## src/rtl/lvlshift_pkg.sv

```systemverilog
// Shared constants and parameter-legality helper for the 5.0V-to-3.3V status down-shifter.
package lvlshift_pkg;

  localparam int LVL_MAX_CHAN = 16;
  localparam int LVL_MIN_SYNC = 2;
  localparam int LVL_MAX_SYNC = 4;

  function automatic bit lvl_params_ok(input int nchan, input int sync_stages);
    return (nchan >= 1) && (nchan <= LVL_MAX_CHAN) &&
           (sync_stages >= LVL_MIN_SYNC) && (sync_stages <= LVL_MAX_SYNC);
  endfunction

endpackage

```

## src/rtl/inv_12.sv

```systemverilog
// 3.3V-domain inverter cell model (second half of the level-shift pair).
module inv_12 (
`ifdef USE_POWER_PINS
  inout  wire  vpwr,
  inout  wire  vgnd,
`endif
  input  logic a,
  output logic y
);

  assign y = ~a;

endmodule

```

## src/rtl/inv_8.sv

```systemverilog
// 5V-domain inverter cell model (first half of the level-shift pair).
module inv_8 (
`ifdef USE_POWER_PINS
  inout  wire  vpwr,
  inout  wire  vgnd,
`endif
  input  logic a,
  output logic y
);

  assign y = ~a;

endmodule

```

## src/rtl/lvlshift_chan.sv

```systemverilog
// One channel: level-shift cell pair, synchronizer, glitch filter, edge pulses and sticky event.
module lvlshift_chan
  import lvlshift_pkg::*;
#(
  parameter int   SYNC_STAGES = 2,
  parameter int   FILT_BITS   = 4,
  parameter logic RESET_VAL   = 1'b0
) (
`ifdef USE_POWER_PINS
  inout  wire                  DVDD,
  inout  wire                  DVSS,
  inout  wire                  VDD,
`endif
  input  logic                 clk,
  input  logic                 reset,
  input  logic                 ah,
  input  logic [FILT_BITS-1:0] filt_len,
  input  logic                 clr,
  output logic                 yl,
  output logic                 rise,
  output logic                 fall,
  output logic                 evt
);

  logic                   ah_n;
  logic                   al;
  logic [SYNC_STAGES-1:0] sync_q;
  logic [FILT_BITS-1:0]   cnt;
  logic                   s;

  inv_8 u_inv_5v (
`ifdef USE_POWER_PINS
    .vpwr (DVDD),
    .vgnd (DVSS),
`endif
    .a    (ah),
    .y    (ah_n)
  );

  inv_12 u_inv_3v3 (
`ifdef USE_POWER_PINS
    .vpwr (VDD),
    .vgnd (DVSS),
`endif
    .a    (ah_n),
    .y    (al)
  );

`ifdef LVS
  decap_4 u_decap (
    .VPWR (VDD),
    .VGND (DVSS)
  );

  antenna_diode u_antenna (
    .DIODE (ah),
    .VGND  (DVSS)
  );
`endif

  assign s = sync_q[SYNC_STAGES-1];

  // The filter counter only advances while s disagrees with yl, and it is cleared
  // on acceptance, so it can never exceed filt_len and never wraps.
  always_ff @(posedge clk) begin
    if (reset) begin
      sync_q <= {SYNC_STAGES{RESET_VAL}};
      yl     <= RESET_VAL;
      cnt    <= '0;
      rise   <= 1'b0;
      fall   <= 1'b0;
      evt    <= 1'b0;
    end else begin
      sync_q <= {sync_q[SYNC_STAGES-2:0], al};
      rise   <= 1'b0;
      fall   <= 1'b0;
      if (s != yl) begin
        if (cnt >= filt_len) begin
          yl   <= s;
          cnt  <= '0;
          rise <= s;
          fall <= ~s;
        end else begin
          cnt <= cnt + 1'b1;
        end
      end else begin
        cnt <= '0;
      end
      // A fresh transition takes priority over a coincident clear.
      if (rise || fall) begin
        evt <= 1'b1;
      end else if (clr) begin
        evt <= 1'b0;
      end
    end
  end

endmodule

```

## src/rtl/lvlshift_down_sync.sv

```systemverilog
// Multi-channel 5.0V-to-3.3V status down-shifter: per-channel instances plus the any-event summary.
module lvlshift_down_sync
  import lvlshift_pkg::*;
#(
  parameter int               NCHAN       = 4,
  parameter int               SYNC_STAGES = 2,
  parameter int               FILT_BITS   = 4,
  parameter logic [NCHAN-1:0] RESET_VAL   = {NCHAN{1'b0}}
) (
`ifdef USE_POWER_PINS
  inout  wire                  DVDD,
  inout  wire                  DVSS,
  inout  wire                  VDD,
`endif
  input  logic                 clk,
  input  logic                 reset,
  input  logic [NCHAN-1:0]     AH,
  input  logic [FILT_BITS-1:0] filt_len,
  input  logic [NCHAN-1:0]     clr,
  output logic [NCHAN-1:0]     YL,
  output logic [NCHAN-1:0]     rise,
  output logic [NCHAN-1:0]     fall,
  output logic [NCHAN-1:0]     evt,
  output logic                 evt_any
);

  if (!lvl_params_ok(NCHAN, SYNC_STAGES)) begin : g_param_err
    $error("lvlshift_down_sync: NCHAN must be 1..16 and SYNC_STAGES 2..4");
  end

  for (genvar i = 0; i < NCHAN; i++) begin : g_chan
    lvlshift_chan #(
      .SYNC_STAGES (SYNC_STAGES),
      .FILT_BITS   (FILT_BITS),
      .RESET_VAL   (RESET_VAL[i])
    ) u_chan (
`ifdef USE_POWER_PINS
      .DVDD     (DVDD),
      .DVSS     (DVSS),
      .VDD      (VDD),
`endif
      .clk      (clk),
      .reset    (reset),
      .ah       (AH[i]),
      .filt_len (filt_len),
      .clr      (clr[i]),
      .yl       (YL[i]),
      .rise     (rise[i]),
      .fall     (fall[i]),
      .evt      (evt[i])
    );
  end

  assign evt_any = |evt;

endmodule

```

## config.mk

```make
export PLATFORM = sky130hd
export DESIGN_NAME = lvlshift_down_sync
export DESIGN_NICKNAME = d
export VERILOG_FILES = /design/src/rtl/lvlshift_pkg.sv /design/src/rtl/inv_12.sv /design/src/rtl/inv_8.sv /design/src/rtl/lvlshift_chan.sv /design/src/rtl/lvlshift_down_sync.sv
export SDC_FILE = /design/constraint.sdc
export NUM_CORES = 1
export LEC_CHECK = 0
export ABC_AREA = 1
export ABC_CLOCK_PERIOD_IN_PS = 1600
export CAP_MARGIN = 20
export CORE_UTILIZATION = 33
export DETAILED_ROUTE_END_ITERATION = 6
export GPL_ROUTABILITY_DRIVEN = 0
export PLACE_DENSITY_LB_ADDON = 0.1
export SLEW_MARGIN = 5
export SYNTH_ARGS = -nofsm -noshare
export SYNTH_HDL_FRONTEND = slang
export SYNTH_SLANG_ARGS = --single-unit
export TNS_END_PERCENT = 50
```

## constraint.sdc

```tcl
create_clock -name clk -period 1.6 [get_ports clk]
set_input_delay 0.24 -clock clk [delete_from_list [all_inputs] [get_ports clk]]
set_output_delay 0.24 -clock clk [all_outputs]
set_load 0.01 [all_outputs]
```

## Yosys cells after proc, flatten, opt, wreduce, memory -nomap -nowiden

Index checks and enable logic that the tools add are counted.

- Add/sub/neg operators: 4
- Multipliers: 0
- Div/mod/pow operators: 0
- Order comparisons: 4
- Eq/ne operators: 4
- Shifts and indexed selects: 0
- Mux-type cells: 8
- Bitwise gates (word level): 12
- Reduce and logical (&&, ||, !) cells: 21

Operators with widths:

| cell | count |
|---|---|
| 3-bit OR reduction | 8 |
| 4-bit by 1-bit adder with 4-bit output, second input constant | 4 |
| 4-bit >= comparator | 4 |
| 1-bit NOT | 12 |
| 1-bit 2-to-1 mux | 8 |
| 2-bit AND reduction | 4 |
| 2-bit nonzero test | 4 |
| 1-bit logical OR | 4 |
| 1-bit inequality test | 4 |
| 4-bit OR reduction | 1 |

- Register bits after elaboration: 40
- Bits in latches: 0
- RAM bits: 0
- Memory bits (read-only): 0
- Input port bits: 14
- Output and inout bits: 17
- Logic and storage cells: 77
- Memories: 0

## Longest topological paths before layout

- Depth in word-level cells: 3
- Depth in mapped cells: 10
- Depth with buffers taken out: 10

## Hierarchy

Synthesis repeated with hierarchy kept, for this count alone.

- Cell total of the unflattened synthesis: 255
- Area, all modules: 2068.2 um2

By module, submodules not included:

| module | instances | cells an instance | area an instance (um2) | sequential area each (um2) |
|---|---|---|---|---|
| lvlshift_chan | 4 | 61 | 506.7 | 200.2 |
| inv_12 | 4 | 1 | 3.8 | 0.0 |
| inv_8 | 4 | 1 | 3.8 | 0.0 |
| lvlshift_down_sync | 1 | 3 | 11.3 | 0.0 |

## Worst setup path after synthesis

Ideal clock, no wire load.

- Path type: input -> register
- Start point: in filt_len[3]
- End point: reg g_chan[0].u_chan.yl
- Library setup time: 113 ps
- Arrival: 1098 ps
- Data required time: 1487 ps
- Slack: 388 ps
- Stages: 6
- Buffers on the path: 0
- Cell sequence: inv_1 ha_1 a21oi_2 nand3_1 nand3_1 nand2_1

- Longest elaborated chain between the ends: 2

RTL lines:

| element | line | source |
|---|---|---|
| from (decl) | lvlshift_down_sync.sv:18 | `input logic [FILT_BITS-1:0] filt_len,` |
| 4-bit >= comparator | lvlshift_chan.sv:78 | `if (cnt >= filt_len) begin` |
| 2-bit AND reduction (no source line) | n/a |  |
| to (signal assigned) | lvlshift_chan.sv:79 | `yl <= s;` |
| to (decl) | lvlshift_chan.sv:19 | `output logic yl,` |

Every way passes these cells.
A chain may end at the register's enable or synchronous reset.

## Worst setup path in the final report

- Start point: reg g_chan[0].u_chan.evt
- End point: out evt_any

- Longest elaborated chain between the ends: 1

RTL lines:

| element | line | source |
|---|---|---|
| from (decl) | lvlshift_chan.sv:22 | `output logic evt` |
| from (signal assigned) | lvlshift_chan.sv:72 | `evt <= 1'b0;` |
| from (signal assigned) | lvlshift_chan.sv:91 | `evt <= 1'b1;` |
| from (signal assigned) | lvlshift_chan.sv:93 | `evt <= 1'b0;` |
| 4-bit OR reduction | lvlshift_down_sync.sv:54 | `assign evt_any = \|evt;` |
| to (decl) | lvlshift_down_sync.sv:24 | `output logic evt_any` |

Every way passes these cells.

==> results_dict.tcl <==
set metrics [dict create \
    ctsHoldBuffers 0 \
    route.detailed.wl_per_inst_um 9.50 \
    min_period_ns 1.51 \
    max_slew.worst_pin.slew_ns 0.236 \
    drv_slew 0 \
    yosysTopAreaCell "dfxtp_1" \
    post_route_cells_drive_above_1_share_pct 9.85 \
    grt_first_pass_wirelength_um 5690 \
    fraction_of_the_yosys_area_taken_by_sequential_cells_pct 38.9 \
    die_height_um 81.0 \
    final_core_util_pct 41.4 \
    post_synth_instance_area_um2 2060 \
    floorplan.initialDensity_pct 34.5 \
    via_count 1428 \
    timing_worst_setup_path_type "reg -> out" \
    unrepaired_setup_endpoints_after_global_routing "false" \
    crit_arrival_ns 1.27 \
    worst_path_dominant_cell_family "buffers and inverters" \
    regToRegStartpoint "g_chan[0].u_chan.cnt[0]" \
    final_nets 307 \
    synth_largest_type_area_fraction_pct 38.9 \
    highest-signal-layer "met4" \
    worst_path_largest_cell_delay_ns 0.52 \
    timing.hold.ws_ns 0.409 \
    r2r_cells 7 \
    met3WireLength_um 168 \
    synth.ff_latch_count 40 \
    grt.overflow.total 0 \
    critical_path.cell_chain "nor2_1 -> nand2_1 -> clkdlybuf4s50_1" \
    post-route-worst-setup-slack_ns 0.0865 \
    io_pins 31 \
    outcome "complete, no violations" \
    remaining_drc_errors 0 \
    core_region_area_um2 5960 \
    pwr_per_cell_area_nw_per_um2 824 \
    clock_latency_ns 0.29 \
    end_kind "output pin" \
    postRouteWirelength_um 3320 \
    largest_net_degree_at_the_start_of_global_routing 21 \
    min_delay_worst_endpoint "g_chan[1].u_chan.sync_q[1]" \
    detailedPlace.worstSlack_ns -0.200 \
    avgViaCountPerCell 4.09 \
    clk_pin_slew_ns 0.08 \
    wl_met2_um 1390 \
    cp-start-kind "flip-flop" \
    cts_inserted_buffers 5 \
    cp.depth 3 \
    timing.final.hold_violations 0 \
    die_area_um2 6550 \
    row_count 28 \
    grt_util_all_layers_pct 11.7 \
    drv.max_cap_violation_count 0 \
    routedLengthMet1_um 1700 \
    irDropWorstVdd_mv 0.449 \
    leading_post_synthesis_cells_by_cell_area "dfxtp_1 (39%), ha_1 (12%), inv_1 (8.6%), nand2_1 (8.2%), nor2_1 (6.9%)" \
    leakagePower_nw 1.13 \
    fillCellCount 631 \
    crit_path_top_delay_cell "clkdlybuf4s50_1" \
    report.final.setup_viol 0 \
    dp.cells 341 \
    worst_hold_startpoint "g_chan[1].u_chan.sync_q[0]" \
    final_cell_count_no_fill 349 \
    detailedRoute.firstPassIterationCount 4 \
    hold_path.class "reg -> reg" \
    timing.final.crit_share_pct 94.6 \
    dp.final_hpwl_um 2560 \
    cp.buffers_inverters 1 \
    slew-limit-headroom_pct 84.2 \
    postSynthAreaPerCell_um2 8.16 \
    die-width_um 81.0 \
    insertedDiodeCount 0 \
    syn_to_final_growth_pct 20.0 \
    drt.antenna.violating_nets 0 \
    clock-skew-final_ns 0.00730 \
    cts.path.max_buffers 2 \
    timing.fmax_ghz 0.661 \
    post_synth_inst_count 252 \
    r2r_setup_slack_ns 0.29 \
    drt_iter0_drc 30 \
    worst_ep_required_time_ns 1.36 \
    tritoncts_clock_tree "built" \
    grt_pass1_vias 1314 \
    synthesis.nets 286 \
    fin_tns_setup_ns 0 \
    cts.root.buffer_cell "clkbuf_8" \
    antenna_found_initial 0 \
    buffer_ports.inserted 30 \
    cts.sinks 40 \
    ys.warnings.count 0 \
    min_path_cells 2 \
    path_max_fanout 3 \
    synth_cell_type_count 18 \
    cts_htree_levels 2 \
    crit-reg2reg-capture "g_chan[0].u_chan.yl" \
]
## per-stage QoR
stage | instance area, um2 | total power, mW
6_report | 2470 | 2.03
5_1_grt | 2470 | 2.13
4_1_cts | 2460 | 2.08
3_5_place_dp | 2340 | 1.20
3_3_place_gp | 2340 | 1.20
2_1_floorplan | 2060 | 1.14
## cells in the final DEF, fill, tap and decap left out, drive strengths merged
| cell | n |
|---|---|
| bufinv | 1 |
| clkbuf | 6 |
| a21oi | 12 |
| clkdlybuf4s50 | 30 |
| nand2 | 49 |
| dfxtp | 40 |
| nor2 | 38 |
| inv | 47 |
| nand4 | 8 |
| ha | 20 |
| nand3 | 12 |
| clkinv | 1 |
| buf | 2 |
| xor2 | 4 |
| xnor2 | 4 |
## synth_stat cells
cell and instances:
inv_1 47, nand2_1 45, dfxtp_1 40, nor2_1 38, ha_1 20, buf_4 16, nand3_1 12, a21oi_4 7
a21oi_1 4, nand2_2 4, nand4_1 4, xnor2_1 4, xor2_1 4, nand4_2 3, a21oi_2 1, buf_2 1
buf_6 1, nand4_4 1
## registers in the layout, indices dropped and copies added (netlist names)
name / flops
g_chan.u_chan.cnt: 16
g_chan.u_chan.sync_q: 8
g_chan.u_chan.evt: 4
g_chan.u_chan.yl: 4
g_chan.u_chan.fall: 4
g_chan.u_chan.rise: 4
## routing by layer
metal | vias to the layer above | track usage (%)
met5 | - | 0
met4 | 0 | 5.89
met3 | 5 | 3.48
met2 | 29 | 18.5
met1 | 596 | 14.4
li1 | 798 | -
## repair_timing
action                     4_1_cts  5_1_grt
buffers inserted                 0        0
resized for setup                0        1
setup endpoints to repair        0        1
## layout make-up
type | count | area [um2] | share of cell area [%]
multi-input combinational | 147 | 948 | 38.4
clock buffer | 6 | 82.6 | 3.35
tap | 75 | 93.8 | 3.80
inverter | 47 | 176 | 7.15
clock inverter | 2 | 38.8 | 1.57
timing repair buffer | 32 | 328 | 13.3
sequential | 40 | 801 | 32.4
## worst max-delay path by stage
| stage | start | to | slack (ns) |
|---|---|---|---|
| 2_1_floorplan | filt_len[3] | g_chan[0].u_chan.yl | 0.39 |
| 3_3_place_gp | filt_len[3] | g_chan[3].u_chan.yl | -0.18 |
| 3_5_place_dp | filt_len[3] | g_chan[0].u_chan.yl | -0.20 |
| 4_1_cts | g_chan[0].u_chan.evt | evt_any | 0.05 |
| 5_1_grt | filt_len[3] | g_chan[2].u_chan.yl | 0.01 |
| 6_report | g_chan[0].u_chan.evt | evt_any | 0.09 |
## where the power goes
part	switching [mW]	total, mW	internal (mW)
Sequential	0.0105	1.02	1.01
Clock	0.352	0.862	0.510
Combinational	0.0788	0.152	0.0733
Total	0.441	2.03	1.59
## kinds of logic (layout without fill, tap and decap cells)
family / count (synthesis) / count (layout) / synth area share, %
XOR/XNOR: 8 / 8 / 3.41
adder cells (fa/ha/maj): 20 / 20 / 12.2
flip-flops: 40 / 40 / 38.9
AND/OR/NAND/NOR: 107 / 107 / 23.4
buffers and inverters: 65 / 87 / 15.2
AO/OA/AOI/OAI: 12 / 12 / 6.93
## worst register-to-register path: cells and delay by family (launching register included)
kind                     cells  cell delay, ns
flip-flops                   1            0.38
adder cells (fa/ha/maj)      1            0.27
AND/OR/NAND/NOR              5            0.49
buffers and inverters        1            0.06
No activity file was read; power rests on OpenSTA's default activity.
